`src/rtl/ca_correlator.sv`:
```
`default_nettype none
// ============================================================================
//  Module   : ca_correlator
//  Purpose  : Early/prompt/late I/Q correlator for a 1023-chip C/A code.
//             Accumulates one code period per epoch and hands the six sums
//             to the tracking loop over a valid/ready dump interface.
//  Revision : 1.0  initial release
// ============================================================================
module ca_correlator #(
    parameter int SAMPLE_W = 4,
    parameter int ACC_W    = 16,
    parameter int CODE_LEN = 1023
) (
    input  logic                       clk,
    input  logic                       rst,
    input  logic                       start,
    input  logic                       chip_valid,
    input  logic                       ca_chip,
    input  logic signed [SAMPLE_W-1:0] sample_i,
    input  logic signed [SAMPLE_W-1:0] sample_q,
    output logic                       dump_valid,
    input  logic                       dump_ready,
    output logic signed [ACC_W-1:0]    e_i,
    output logic signed [ACC_W-1:0]    e_q,
    output logic signed [ACC_W-1:0]    p_i,
    output logic signed [ACC_W-1:0]    p_q,
    output logic signed [ACC_W-1:0]    l_i,
    output logic signed [ACC_W-1:0]    l_q,
    output logic                       epoch,
    output logic                       busy,
    output logic                       overrun
);

    localparam int                CNT_W     = (CODE_LEN > 1) ? $clog2(CODE_LEN) : 1;
    localparam logic [CNT_W-1:0]  LAST_CHIP = CNT_W'(CODE_LEN - 1);

    typedef enum logic [0:0] {
        IDLE = 1'b0,
        RUN  = 1'b1
    } state_t;

    state_t state, state_next;

    logic                    d0, d1;
    logic [CNT_W-1:0]        chip_cnt;
    // Channel order everywhere: e_i, e_q, p_i, p_q, l_i, l_q
    logic signed [ACC_W-1:0] acc      [6];
    logic signed [ACC_W-1:0] prod     [6];
    logic signed [ACC_W-1:0] acc_sum  [6];
    logic signed [ACC_W-1:0] dump_reg [6];
    logic signed [ACC_W-1:0] ext_i, ext_q;
    logic                    acc_step;
    logic                    dump_load;
    logic                    xfer;

    // Widen before negation so the most negative sample negates exactly
    assign ext_i = {{(ACC_W-SAMPLE_W){sample_i[SAMPLE_W-1]}}, sample_i};
    assign ext_q = {{(ACC_W-SAMPLE_W){sample_q[SAMPLE_W-1]}}, sample_q};

    function automatic logic signed [ACC_W-1:0] apply_chip(
        input logic                    c,
        input logic signed [ACC_W-1:0] s
    );
        return c ? -s : s;
    endfunction

    // Per-reference products and running sums including the current chip
    always_comb begin
        prod[0] = apply_chip(ca_chip, ext_i);
        prod[1] = apply_chip(ca_chip, ext_q);
        prod[2] = apply_chip(d0, ext_i);
        prod[3] = apply_chip(d0, ext_q);
        prod[4] = apply_chip(d1, ext_i);
        prod[5] = apply_chip(d1, ext_q);
        for (int k = 0; k < 6; k++) begin
            acc_sum[k] = acc[k] + prod[k];
        end
    end

    // Next state and per-cycle control decode; start always takes priority
    always_comb begin
        state_next = state;
        acc_step   = 1'b0;
        dump_load  = 1'b0;
        if (start) begin
            state_next = RUN;
        end else if (state == RUN && chip_valid) begin
            if (chip_cnt == LAST_CHIP) begin
                dump_load = 1'b1;
            end else begin
                acc_step = 1'b1;
            end
        end
    end

    assign xfer = dump_valid & dump_ready;
    assign busy = (state == RUN);

    // State register
    always_ff @(posedge clk or negedge rst) begin
        if (!rst) begin
            state <= IDLE;
        end else begin
            state <= state_next;
        end
    end

    // Chip delay line runs on every strobe regardless of state
    always_ff @(posedge clk or negedge rst) begin
        if (!rst) begin
            d0 <= 1'b0;
            d1 <= 1'b0;
        end else if (chip_valid) begin
            d1 <= d0;
            d0 <= ca_chip;
        end
    end

    // Accumulators and chip counter; a strobe coincident with start is chip 0
    always_ff @(posedge clk or negedge rst) begin
        if (!rst) begin
            chip_cnt <= '0;
            for (int k = 0; k < 6; k++) acc[k] <= '0;
        end else if (start) begin
            chip_cnt <= chip_valid ? CNT_W'(1) : '0;
            for (int k = 0; k < 6; k++) acc[k] <= chip_valid ? prod[k] : '0;
        end else if (dump_load) begin
            chip_cnt <= '0;
            for (int k = 0; k < 6; k++) acc[k] <= '0;
        end else if (acc_step) begin
            chip_cnt <= chip_cnt + CNT_W'(1);
            for (int k = 0; k < 6; k++) acc[k] <= acc_sum[k];
        end
    end

    // Dump registers with valid/ready handshake, epoch pulse and sticky overrun
    always_ff @(posedge clk or negedge rst) begin
        if (!rst) begin
            dump_valid <= 1'b0;
            epoch      <= 1'b0;
            overrun    <= 1'b0;
            for (int k = 0; k < 6; k++) dump_reg[k] <= '0;
        end else begin
            epoch <= dump_load;
            if (dump_load) begin
                dump_valid <= 1'b1;
                if (dump_valid && !dump_ready) overrun <= 1'b1;
                for (int k = 0; k < 6; k++) dump_reg[k] <= acc_sum[k];
            end else if (xfer) begin
                dump_valid <= 1'b0;
            end
        end
    end

    assign e_i = dump_reg[0];
    assign e_q = dump_reg[1];
    assign p_i = dump_reg[2];
    assign p_q = dump_reg[3];
    assign l_i = dump_reg[4];
    assign l_q = dump_reg[5];

endmodule
`default_nettype wire

```
`config.mk`:
```
export PLATFORM = sky130hd
export DESIGN_NAME = ca_correlator
export DESIGN_NICKNAME = d
export VERILOG_FILES = /design/src/rtl/ca_correlator.sv
export SDC_FILE = /design/constraint.sdc
export NUM_CORES = 1
export LEC_CHECK = 0
export CORE_MARGIN = 3
export CORE_UTILIZATION = 45
export CTS_CLUSTER_DIAMETER = 40
export DETAILED_ROUTE_END_ITERATION = 8
export PLACE_DENSITY = 0.64
export SLEW_MARGIN = 40
export SYNTH_ARGS = -nofsm -noshare
export SYNTH_HDL_FRONTEND = slang
export SYNTH_SLANG_ARGS = --single-unit
```
`constraint.sdc`:
```
create_clock -name clk -period 6.1 [get_ports clk]
set_input_delay 0.915 -clock clk [delete_from_list [all_inputs] [get_ports clk]]
set_output_delay 0.915 -clock clk [all_outputs]
set_load 0.1 [all_outputs]
```
Word-level counts from Yosys, hierarchy flattened
Cells that the tools add are included.
Storage, ports and cells
  register bits: 208
  bits in latches: 0
  memory bits (writable): 0
  ROM bits: 0
  input port bits: 14
  memories kept: 0
Cells by class
  $add $sub $neg: 9
  multiply operators: 0
  div/mod/pow operators: 0
  magnitude comparators: 0
  eq/ne operators: 1
  shift operators: 0
  muxes and demuxes: 27
  bitwise logic cells: 1
  reductions and logical operators: 6
Operators with widths (number)
  $mux W96: 3
  $mux W16: 12
  $add A16 B16 Y16: 6
  $neg A4 Y16: 2
  $mux W10: 3
  $add A10 B1 Y10 const B: 1
  $eq A10 B10 Y1 const B: 1
  $mux W1: 9
  $reduce_bool A3 Y1: 1
  $logic_and A1 B1 Y1: 2
  $reduce_and A2 Y1: 1
  $reduce_bool A2 Y1: 1
  $and A1 B1 Y1: 1
  $logic_not A1 Y1: 1

Logic depth before layout (Yosys ltp)
Gate-level depths: netlist (run 1).
  depth in word-level cells: 7
  depth in mapped cells: 15

Least setup slack after synthesis (run 1)
OpenSTA, ideal clock, no wires.
  path kind: input to register
  start: in sample_q[0]
  end: reg acc[14] (netlist name)
  setup time: 0.118 ns
  data arrival time: 3.789 ns
  required time: 5.982 ns
  path slack: 2.193 ns
  stages on the path: 13
  cell sequence: or3_1 nand2b_1 ha_1 o21ai_0 ha_1 and3_1 a221oi_2 o22ai_1 o41ai_2 o21ai_0 xor2_1 a21oi_1 nor2_1
On the way
  cells in the longest elaborated chain, start to end: 6
  elaborated cells between the ends (all ways): 7
  classes of those cells: add/sub: 2; mux: 5
RTL lines
  from (decl): line 20  | input logic signed [SAMPLE_W-1:0] sample_q,
  $neg A4 Y16: line 64  | return c ? -s : s;
  $mux W16 (*): line 64
  $add A16 B16 Y16: line 76  | acc_sum[k] = acc[k] + prod[k];
  $mux W96: line 130  | end else if (acc_step) begin
  $mux W96: line 127  | end else if (dump_load) begin
  $mux W96 (*): line 124  | end else if (start) begin
  to (decl): line 47  | logic signed [ACC_W-1:0] acc [6];
Every way passes the cells marked *; elsewhere a longest branch is shown, timed or not. The select of a mux whose other input is x is not followed.
A chain may end at the register's enable or synchronous reset.

Worst setup path in the final report (run 1)
  start: in sample_q[0]
  end: reg dump_reg, in the netlist l_q[15]
On the way
  cells in the longest elaborated chain, start to end: 3
RTL lines
  $neg A4 Y16: line 64
  $mux W16 (*): line 64
  $add A16 B16 Y16 (*): line 76
  to (decl): line 50  | logic signed [ACC_W-1:0] dump_reg [6];
Every way passes the cells marked *; elsewhere a longest branch is shown, timed or not.

==> flow_summary.ini, run 1 <==
[setup_path]
path_cells = clkdlybuf4s50_1 > inv_1 > ha_1 > nand2_1 > ha_1 > o21ai_0 > ha_1 > a21oi_1 > nor4_1 > a31oi_1 > a31oi_1 > a221oi_1 > xnor2_1 > xor2_1 > o21ai_1
critPathMaxFanout = 6
r2r_cells = 13
critPathCapture = l_q[15]$_DFFE_PN0P_
critPathMaxStageDelay_ps = 590
crit_type = in2reg
cp_common_cell = ha_1
crit_slowest_cell = clkdlybuf4s50_1
regToRegStartpoint = d1$_DFFE_PN0P_
worstSetupEndpointType = flop
critPathArrivalTime_ps = 4790
r2r_setup_slack_ps = 2200
start_kind = primary input
required_ps = 6460
cp-startpoint = sample_q[0]
r2r_end = l_q[15]$_DFFE_PN0P_

[timing]
final.setup.tns_ps = 0
hold_viol_final = 0
tightest_slew_ps = 925.0
hold_slack_ps = 305.3
fin_crit_sh = 0.7253
slew_viol_final = 0
rsz0062_at_grt = false
relSlewSlack = 0.3833
fmaxAchievable_mhz = 226.0
setup_slack_ps = 1675
finalSetupViolations = 0
min_period_ps = 4425
skew_ps = 19.69

[global_route]
grt_max_degree = 97
grt_pass1_wl_mm = 58.73
grt_pass1_vias = 11270
grt-ovfl-total = 0
grt_usage = 0.2314
antenna_found_initial = 2

[drt]
vias = 11400
drt-total-wl_mm = 35.45
routedWlPerCell_um = 17.33
drtAntennaViolNets = 0
drt_pre_antenna_iters = 5
via_per_inst = 5.573
initialDrtViolationCount = 839
drc_errors = 0

[logic_synthesis]
synth_top_area_cell = dfrtp_1
netlist_area_um2 = 13090
synth-edff-count = 0
ys_seq_area_frac = 0.3977
synthTopCellsByArea = dfrtp_1 40%, nand2_1 9.9%, ha_1 9.7%
synthCells = 1543
yosys.cell_count.top_type = nand2_1
ys_ff_latch = 208
async_reset_ff_frac = 1.000
synth.top_cells.by_count = 345 x nand2_1, 208 x dfrtp_1, 133 x nor2_1, 131 x a21oi_1, 124 x o21ai_0
yosys_warnings = 0
synth.top_cell.area_share = 0.3977
synth_cell_types = 71
yosys_most_used_dff = dfrtp_1
synth_fp_nets = 1664
avgSynthCellArea_um2 = 8.482

[clock_tree]
clk_latency_ps = 510
clkSinkCount = 208
cts_buffers = 35
root_buffer = clkbuf_16
post_cts_buffers = 0
clk_pin_slew_worst_paths_ps = 60
cts_resized = 0
cts_tree = yes
postCtsHoldBufs = 0
cts_buffer_depth = 3
cts_htree_levels = 2

[finish]
fillers = 2656
syn2layout_area_growth_pct = 17.03
multiInputGateArea_um2 = 7500
antenna_cells = 0
fin_nets = 1764
seqCellArea_um2 = 5205
drive_gt1_frac = 0.1235

[power_and_ir_drop]
p_leak_nw = 7.635
power_mw = 6.947
ir_drop_uv = 214.6
power.density_nw_per_um2 = 453.6

[place]
io_buffer_count = 113
hpwl_mm = 24.98
gp_congestion = 0.9924
post-place-ws_ps = 1197

[floorplan]
rows = 61
pin_count = 114
dieWidth_um = 176.5
start_util = 0.4634
die_area_um2 = 31170
die_y_um = 176.5
core_area_um2 = 28240

[run_status]
status = completed

[worst_hold_path]
min_path_type = in2async

[run]
max_cap_viol_count = 0
-- metal layers --
layer | routed length (um) | track usage | up-vias
li1 | - | - | 5588
met1 | 16780 | 0.3254 | 5460
met2 | 15970 | 0.3724 | 300
met3 | 1919 | 0.03699 | 51
met4 | 753 | 0.06383 | 4
met5 | 27 | 0 | -
-- power breakdown --
part	internal (mW)	leakage, nW	switching (mW)
clock	1.28	0.596	0.748
sequential	1.65	2.72	0.188
combinational	1.27	4.32	1.81
total	4.20	7.64	2.75
-- registers in the layout (all words and copies together) (netlist names), 10 cells and up --
register  flops
chip_cnt     10
e_i          16
p_i          16
l_q          16
l_i          16
p_q          16
acc          96
e_q          16
-- final cells by class --
class                   instances  area share
clock buffers                  38     0.05988
clock inverters                24     0.01895
inverters                      37    0.009068
multi-input cells            1232      0.4897
flip-flops and latches        208      0.3398
well taps                     378     0.03088
repair buffers                129     0.05171
-- cells in the final DEF, fill, tap and decap left out, types with 4 or more instances in the layout --
cell type and count:
a211o_1 7, a211oi_1 8, a21o_1 34, a21oi_1 130
a221oi_1 14, a31oi_1 14, and2_1 10, and3_1 9
buf_2 100, buf_4 13, bufinv_16 4, clkbuf_16 35
clkdlybuf4s50_1 12, clkinv_4 6, dfrtp_1 208, fa_1 6
ha_1 101, inv_1 36, inv_6 7, nand2_1 345
nand2b_1 16, nand3_1 16, nand4_1 4, nor2_1 133
nor2b_1 6, nor3_1 20, o211ai_1 12, o21a_1 25
o21ai_0 124, o21ai_1 8, o21bai_1 9, o22a_1 5
o22ai_1 5, o31ai_1 5, or3_1 6, xnor2_1 62
xor2_1 34
-- logic make-up after synthesis --
kind of cell | after synthesis | synth area share
flops | 208 | 0.3977
mux | 6 | 0.004876
simple gates | 588 | 0.1898
xor+xnor | 96 | 0.06425
buf+inv | 103 | 0.03145
compound gates | 435 | 0.2062
fa+ha+maj | 107 | 0.1057
-- stage by stage --
step	util	std cells	instance area [um^2]
finish	0.5424	2046	15320
detailed placement	0.4986	1983	14080
CTS	0.5413	2045	15290
floorplan	-	1543	13090
global route	0.5424	2046	15320
global placement	0.5154	1982	14550
-- how the worst min path moves through the flow --
stage / endpoint / slack (ps) / depth (start not counted) / from
2_1_floorplan: acc[89]$_DFFE_PN0P_ / 450 / 2 / acc[89]$_DFFE_PN0P_
3_3_place_gp: overrun$_DFFE_PN0P_ / 450 / 2 / overrun$_DFFE_PN0P_
3_5_place_dp: overrun$_DFFE_PN0P_ / 450 / 2 / overrun$_DFFE_PN0P_
4_1_cts: overrun$_DFFE_PN0P_ / 470 / 2 / overrun$_DFFE_PN0P_
5_1_grt: e_q[6]$_DFFE_PN0P_ / 330 / 1 / rst
6_report: epoch$_DFF_PN0_ / 310 / 1 / rst
-- critical path, delay by kind of cell --
kind            cells  cell delay, ps
simple gates        2             190
fa+ha+maj           3             930
compound gates      6            1610
buf+inv             2             680
xor+xnor            2             460
(Power assumes the default switching activity.)
==> inputs of run 2 (changes only) <==
==> constraint.sdc (replaced) <==
create_clock -name clk -period 4.46 [get_ports clk]
set_input_delay 0.669 -clock clk [delete_from_list [all_inputs] [get_ports clk]]
set_output_delay 0.669 -clock clk [all_outputs]
set_load 0.1 [all_outputs]
==> run 2 against run 1 <==
Compared with the run above: sequential share of layout area is 0.78 points lower; flip-flop and latch count stayed put; design area is 2.4% higher; critical path depth is 1 higher; cell count is 2.0% higher; non-clock buffer count is 39 higher; global-route usage is 0.056 points higher; setup slack worse by 1100 ps.
==> flow_summary.ini, run 2 (synthesized netlist as in run 1, its figures left out) <==
[timing]
final.setup.tns_ps = 0
tightest_slew_ps = 663.7
setup_slack_ps = 539.5
fmaxAchievable_mhz = 255.1
rsz0062_at_grt = false
min_period_ps = 3920
fin_crit_sh = 0.8790
skew_ps = 11.62
hold_viol_final = 0
slew_viol_final = 0
finalSetupViolations = 0
relSlewSlack = 0.5461

[global_route]
grtUsageMet3 = 0.03376
gr-usage-met1 = 0.3334
grt_pass1_vias = 11280
grt_max_degree = 119
met2_usage = 0.3710
grt_pass1_wl_mm = 59.20
top_usage_layer = met2
grt-ovfl-total = 0
antenna_found_initial = 1
grt_usage = 0.2319

[floorplan]
rows = 61
die_area_um2 = 31170
die_y_um = 176.5
pin_count = 114
start_util = 0.4634
dieWidth_um = 176.5
core_area_um2 = 28240

[power_and_ir_drop]
p_leak_nw = 7.837
ir_drop_uv = 301.9
power.density_nw_per_um2 = 616.2
power_mw = 9.660

[setup_path]
worstSetupEndpointType = flop
crit_buf_inv = 3
worst_path_dominant_cell_family = compound AO/OA/AOI/OAI gates
r2r_end = acc[15]$_DFFE_PN0P_
critPathMaxFanout = 5
cp_common_cell = o21ai_0
r2r_cells = 13
critPathMaxStageDelay_ps = 510
crit_slowest_cell = clkdlybuf4s50_1
critPathArrivalTime_ps = 4300
crit_type = in2reg
r2r_setup_slack_ps = 1020
path_cells = clkdlybuf4s50_1 > or3_1 > nand2b_1 > ha_1 > o21ai_0 > buf_4 > ha_1 > or3_1 > o21ai_0 > a21oi_1 > o21ai_1 > o31ai_1 > o211ai_1 > buf_4 > xor2_1 > o21ai_0
start_kind = primary input
required_ps = 4840
regToRegStartpoint = d1$_DFFE_PN0P_

[clock_tree]
clkSinkCount = 208
postCtsHoldBufs = 0
clk_latency_ps = 500
post_cts_buffers = 0
cts_htree_levels = 2
cts_tree = yes
cts_buffer_depth = 3
root_buffer = clkbuf_16
cts_buffers = 36
cts_resized = 0
clk_pin_slew_worst_paths_ps = 50

[worst_hold_path]
min_path_type = in2async

[finish]
seqCellArea_um2 = 5205
drive_gt1_frac = 0.1422
largest-register = acc
syn2layout_area_growth_pct = 19.79
mostFrequentLayoutCell = nand2_1
final_area_um2 = 15680
layout_common_cells = 345 x nand2_1, 208 x dfrtp_1, 133 x nor2_1, 130 x a21oi_1, 124 x o21ai_0
fin_nets = 1804
fillers = 2686
multiInputGateArea_um2 = 7497
largest_reg_flops = 96
antenna_cells = 0

[drt]
initialDrtViolationCount = 758
routedWlPerCell_um = 17.11
vias = 11470
drtAntennaViolNets = 0
drt_pre_antenna_iters = 5
drc_errors = 0
drt-total-wl_mm = 35.70
via_per_inst = 5.496

[place]
io_buffer_count = 113
hpwl_mm = 26.02
gp_congestion = 0.9222
placed_cell_area_um2 = 14440
post-place-ws_ps = 64.60

[run]
max_cap_viol_count = 0

[run_status]
status = completed
-- run 2: cell types whose count changed in the layout (fill, tap and decap cells not counted), sizes merged --
| cell | change |
|---|---|
| buf | +38 |
| clkinvlp | +4 |
| inv | -7 |
| clkinv | -3 |
| clkbuf | +9 |
-- run 2: routing by layer --
layer  routed length [um]  vias to the layer above
li1                     -                     5666
met1                17260                     5498
met2                16080                      241
met3                 1597                       63
met4                  746                        2
met5                   20                        -
-- run 2: how the worst max path moves through the flow --
stage           startpoint             endpoint  cells after the start
2_1_floorplan  sample_q[0]  acc[14]$_DFFE_PN0P_                     13
6_report       sample_q[0]  p_q[15]$_DFFE_PN0P_                     16
5_1_grt        sample_q[0]  acc[46]$_DFFE_PN0P_                     14
3_5_place_dp   sample_i[1]  acc[31]$_DFFE_PN0P_                     13
4_1_cts        sample_q[0]  p_q[15]$_DFFE_PN0P_                     16
3_3_place_gp   sample_i[1]  acc[31]$_DFFE_PN0P_                     13
-- run 2: area by class of cell --
cell class | instances | share of cell area
clock buffers | 46 | 0.06441
multi-input cells | 1232 | 0.4782
flip-flops and latches | 208 | 0.3320
repair buffers | 168 | 0.07199
well taps | 378 | 0.03017
inverters | 37 | 0.008859
clock inverters | 18 | 0.01437
-- run 2: power breakdown --
part	internal, mW	leakage, nW	switching [mW]	total [mW]
logic	1.84	4.53	2.51	4.35
clock network	1.84	0.592	0.966	2.81
registers	2.26	2.72	0.249	2.51
-- run 2: worst reg2reg max path, stage by stage, from the launching register on --
cell and delay, ps:
dfrtp_1 680, inv_1 190, nand2_1 190, a21boi_0 320, inv_1 120, ha_1 320
nand2_1 130, nor3_1 70, a31oi_1 240, a31oi_1 160, a221oi_1 360, xnor2_1 230
mux2i_1 230, o21ai_1 80
-- run 2: through the flow --
step	utilization	std cells	hold slack [ps]
finish	0.5552	2087	152.3
global route	0.5552	2087	200.4
floorplan	-	1543	373.4
global placement	0.5278	2022	449.3
CTS	0.5552	2087	185.1
detailed placement	0.5114	2023	456.8
==> inputs of run 3 (changes only) <==
==> constraint.sdc (replaced) <==
create_clock -name clk -period 4.46 [get_ports clk]
set_input_delay 0.669 -clock clk [delete_from_list [all_inputs] [get_ports clk]]
set_output_delay 0.669 -clock clk [all_outputs]
set_load 0.05 [all_outputs]
==> run 3 against run 2 <==
Compared with the run above: utilization increased by 2.4 points; clock skew increased by 7.3 ps; flip-flop and latch count unchanged; clock power increased by 12%; power increased by 3.6%; via count about the same; die area unchanged; critical path depth decreased by 3; register-to-register slack about the same; global-route usage increased by 0.38 points; clock-buffer cell count increased by 2; critical path type unchanged.
==> flow_summary.ini, run 3 (synthesized netlist as in run 1, its figures left out) <==
[floorplan]
die_y_um = 176.5
rows = 61
dieWidth_um = 176.5
pin_count = 114
core_area_um2 = 28240
start_util = 0.4634
die_area_um2 = 31170

[clock_tree]
cts_buffers = 38
cts_buffer_depth = 3
post_cts_buffers = 0
cts_htree_levels = 2
clk_pin_slew_worst_paths_ps = 50
postCtsHoldBufs = 0
cts_tree = yes
root_buffer = clkbuf_16
clkSinkCount = 208
cts_resized = 0
clk_latency_ps = 510

[setup_path]
start_kind = primary input
critPathMaxStageDelay_ps = 490
crit_buf_inv = 1
worst_path_dominant_cell_family = simple AND/OR/NAND/NOR gates
required_ps = 4850
crit_slowest_cell = clkdlybuf4s50_1
crit_cells = 13
critPathArrivalTime_ps = 4290
critPathMaxFanout = 5
worstSetupEndpointType = flop
path_cells = clkdlybuf4s50_1 > or3_1 > nand2b_1 > ha_1 > a21oi_1 > ha_1 > or3_1 > o211ai_1 > a31oi_1 > and4_1 > nor3_2 > o21ai_1 > a221o_1
r2r_cells = 13
crit_type = in2reg

[power_and_ir_drop]
p_leak_nw = 7.714
ir_drop_uv = 309.2
power.density_nw_per_um2 = 611.9
power_mw = 10.01

[global_route]
grt_max_degree = 119
grt-ovfl-total = 0
grt_usage = 0.2357
grt_pass1_wl_mm = 59.73
antenna_found_initial = 1
grt_pass1_vias = 11500

[worst_hold_path]
min_path_type = in2async

[place]
post-place-ws_ps = 44.53
io_buffer_count = 113
gp_congestion = 0.9222
placed_cell_area_um2 = 14940
hpwl_mm = 26.05

[timing]
fin_crit_sh = 0.8741
rsz0062_at_grt = false
final.setup.tns_ps = 0
min_period_ps = 3898
hold_viol_final = 0
tightest_slew_ps = 686.0
finalSetupViolations = 0
setup_slack_ps = 561.6
slew_viol_final = 0
skew_ps = 18.92
relSlewSlack = 0.5417
fmaxAchievable_mhz = 256.5

[finish]
antenna_cells = 0
drive_gt1_frac = 0.08698
fillers = 2574
mostFrequentLayoutCell = nand2_1
largest-register = acc
largest_reg_flops = 96
syn2layout_area_growth_pct = 24.94
layout_common_cells = 345 x nand2_1, 208 x dfrtp_1, 133 x nor2_1, 130 x a21oi_1, 124 x o21ai_0
fin_nets = 1806
final_area_um2 = 16350

[drt]
drc_errors = 0
via_per_inst = 5.480
vias = 11460
drt_pre_antenna_iters = 5
initialDrtViolationCount = 653
drtAntennaViolNets = 0
drt-total-wl_mm = 36.16
routedWlPerCell_um = 17.29

[run_status]
status = completed

[run]
max_cap_viol_count = 0
## run 3: changes by cell type in the layout (fill, tap and decap cells not counted), sizes merged
cell	before	now
bufinv	4	7
clkdlybuf4s50	12	112
inv	40	39
clkbuf	47	49
buf	155	55
## run 3: final timing paths
path,from,end,slack (ps)
worst min register to register,e_q[14]$_DFFE_PN0P_,e_q[14]$_DFFE_PN0P_,460
min in group clk,e_q[14]$_DFFE_PN0P_,e_q[14]$_DFFE_PN0P_,460
worst max register to register,d1$_DFFE_PN0P_,acc[15]$_DFFE_PN0P_,1030
max in group asynchronous,rst,acc[3]$_DFFE_PN0P_,3390
worst max-delay path,sample_i[1],acc[31]$_DFFE_PN0P_,560
worst min-delay path,rst,epoch$_DFF_PN0_,130
## run 3: cell type report
class	instances	area, um^2	area share
multi-input combinational	1232	7497	0.4585
tap	378	473.0	0.02892
inverter	37	138.9	0.008493
clock inverter	20	306.5	0.01875
clock buffer	48	1102	0.06741
timing repair buffer	168	1629	0.09963
sequential	208	5205	0.3183
## run 3: worst reg2reg max path, delay by kind of cell, from the launching register on
kind	cells	cell delay, ps
AOI/OAI and AO/OA	5	1180
xor gates and xnor gates	1	230
adders and majority gates	1	320
buffers and inverters	2	310
DFF	1	650
muxes	1	250
and+or+nand+nor	3	390
## run 3: metal layers
metal / global-route usage / part of all wire / wire length [um] / vias to the layer above
li1: - / - / - / 5670
met1: 0.3317 / 0.47 / 17120 / 5456
met2: 0.3851 / 0.46 / 16510 / 280
met3: 0.03398 / 0.050 / 1814 / 51
met4: 0.05859 / 0.019 / 699 / 2
met5: 0 / 0.00055 / 20 / -
## run 3: through the flow
stage	cells	hold WS [ps]	util
after floorplan	1543	373.4	-
after CTS	2091	172.9	0.5790
after global routing	2091	185.3	0.5790
after global placement	2022	449.3	0.5278
after detailed placement	2023	458.8	0.5292
final	2091	133.6	0.5790
## run 3: where the power goes
part / leakage, nW / switching (mW) / internal, mW
logic: 4.32 / 2.50 / 1.84
clock network: 0.676 / 0.997 / 2.16
registers: 2.72 / 0.249 / 2.26
total: 7.71 / 3.75 / 6.26
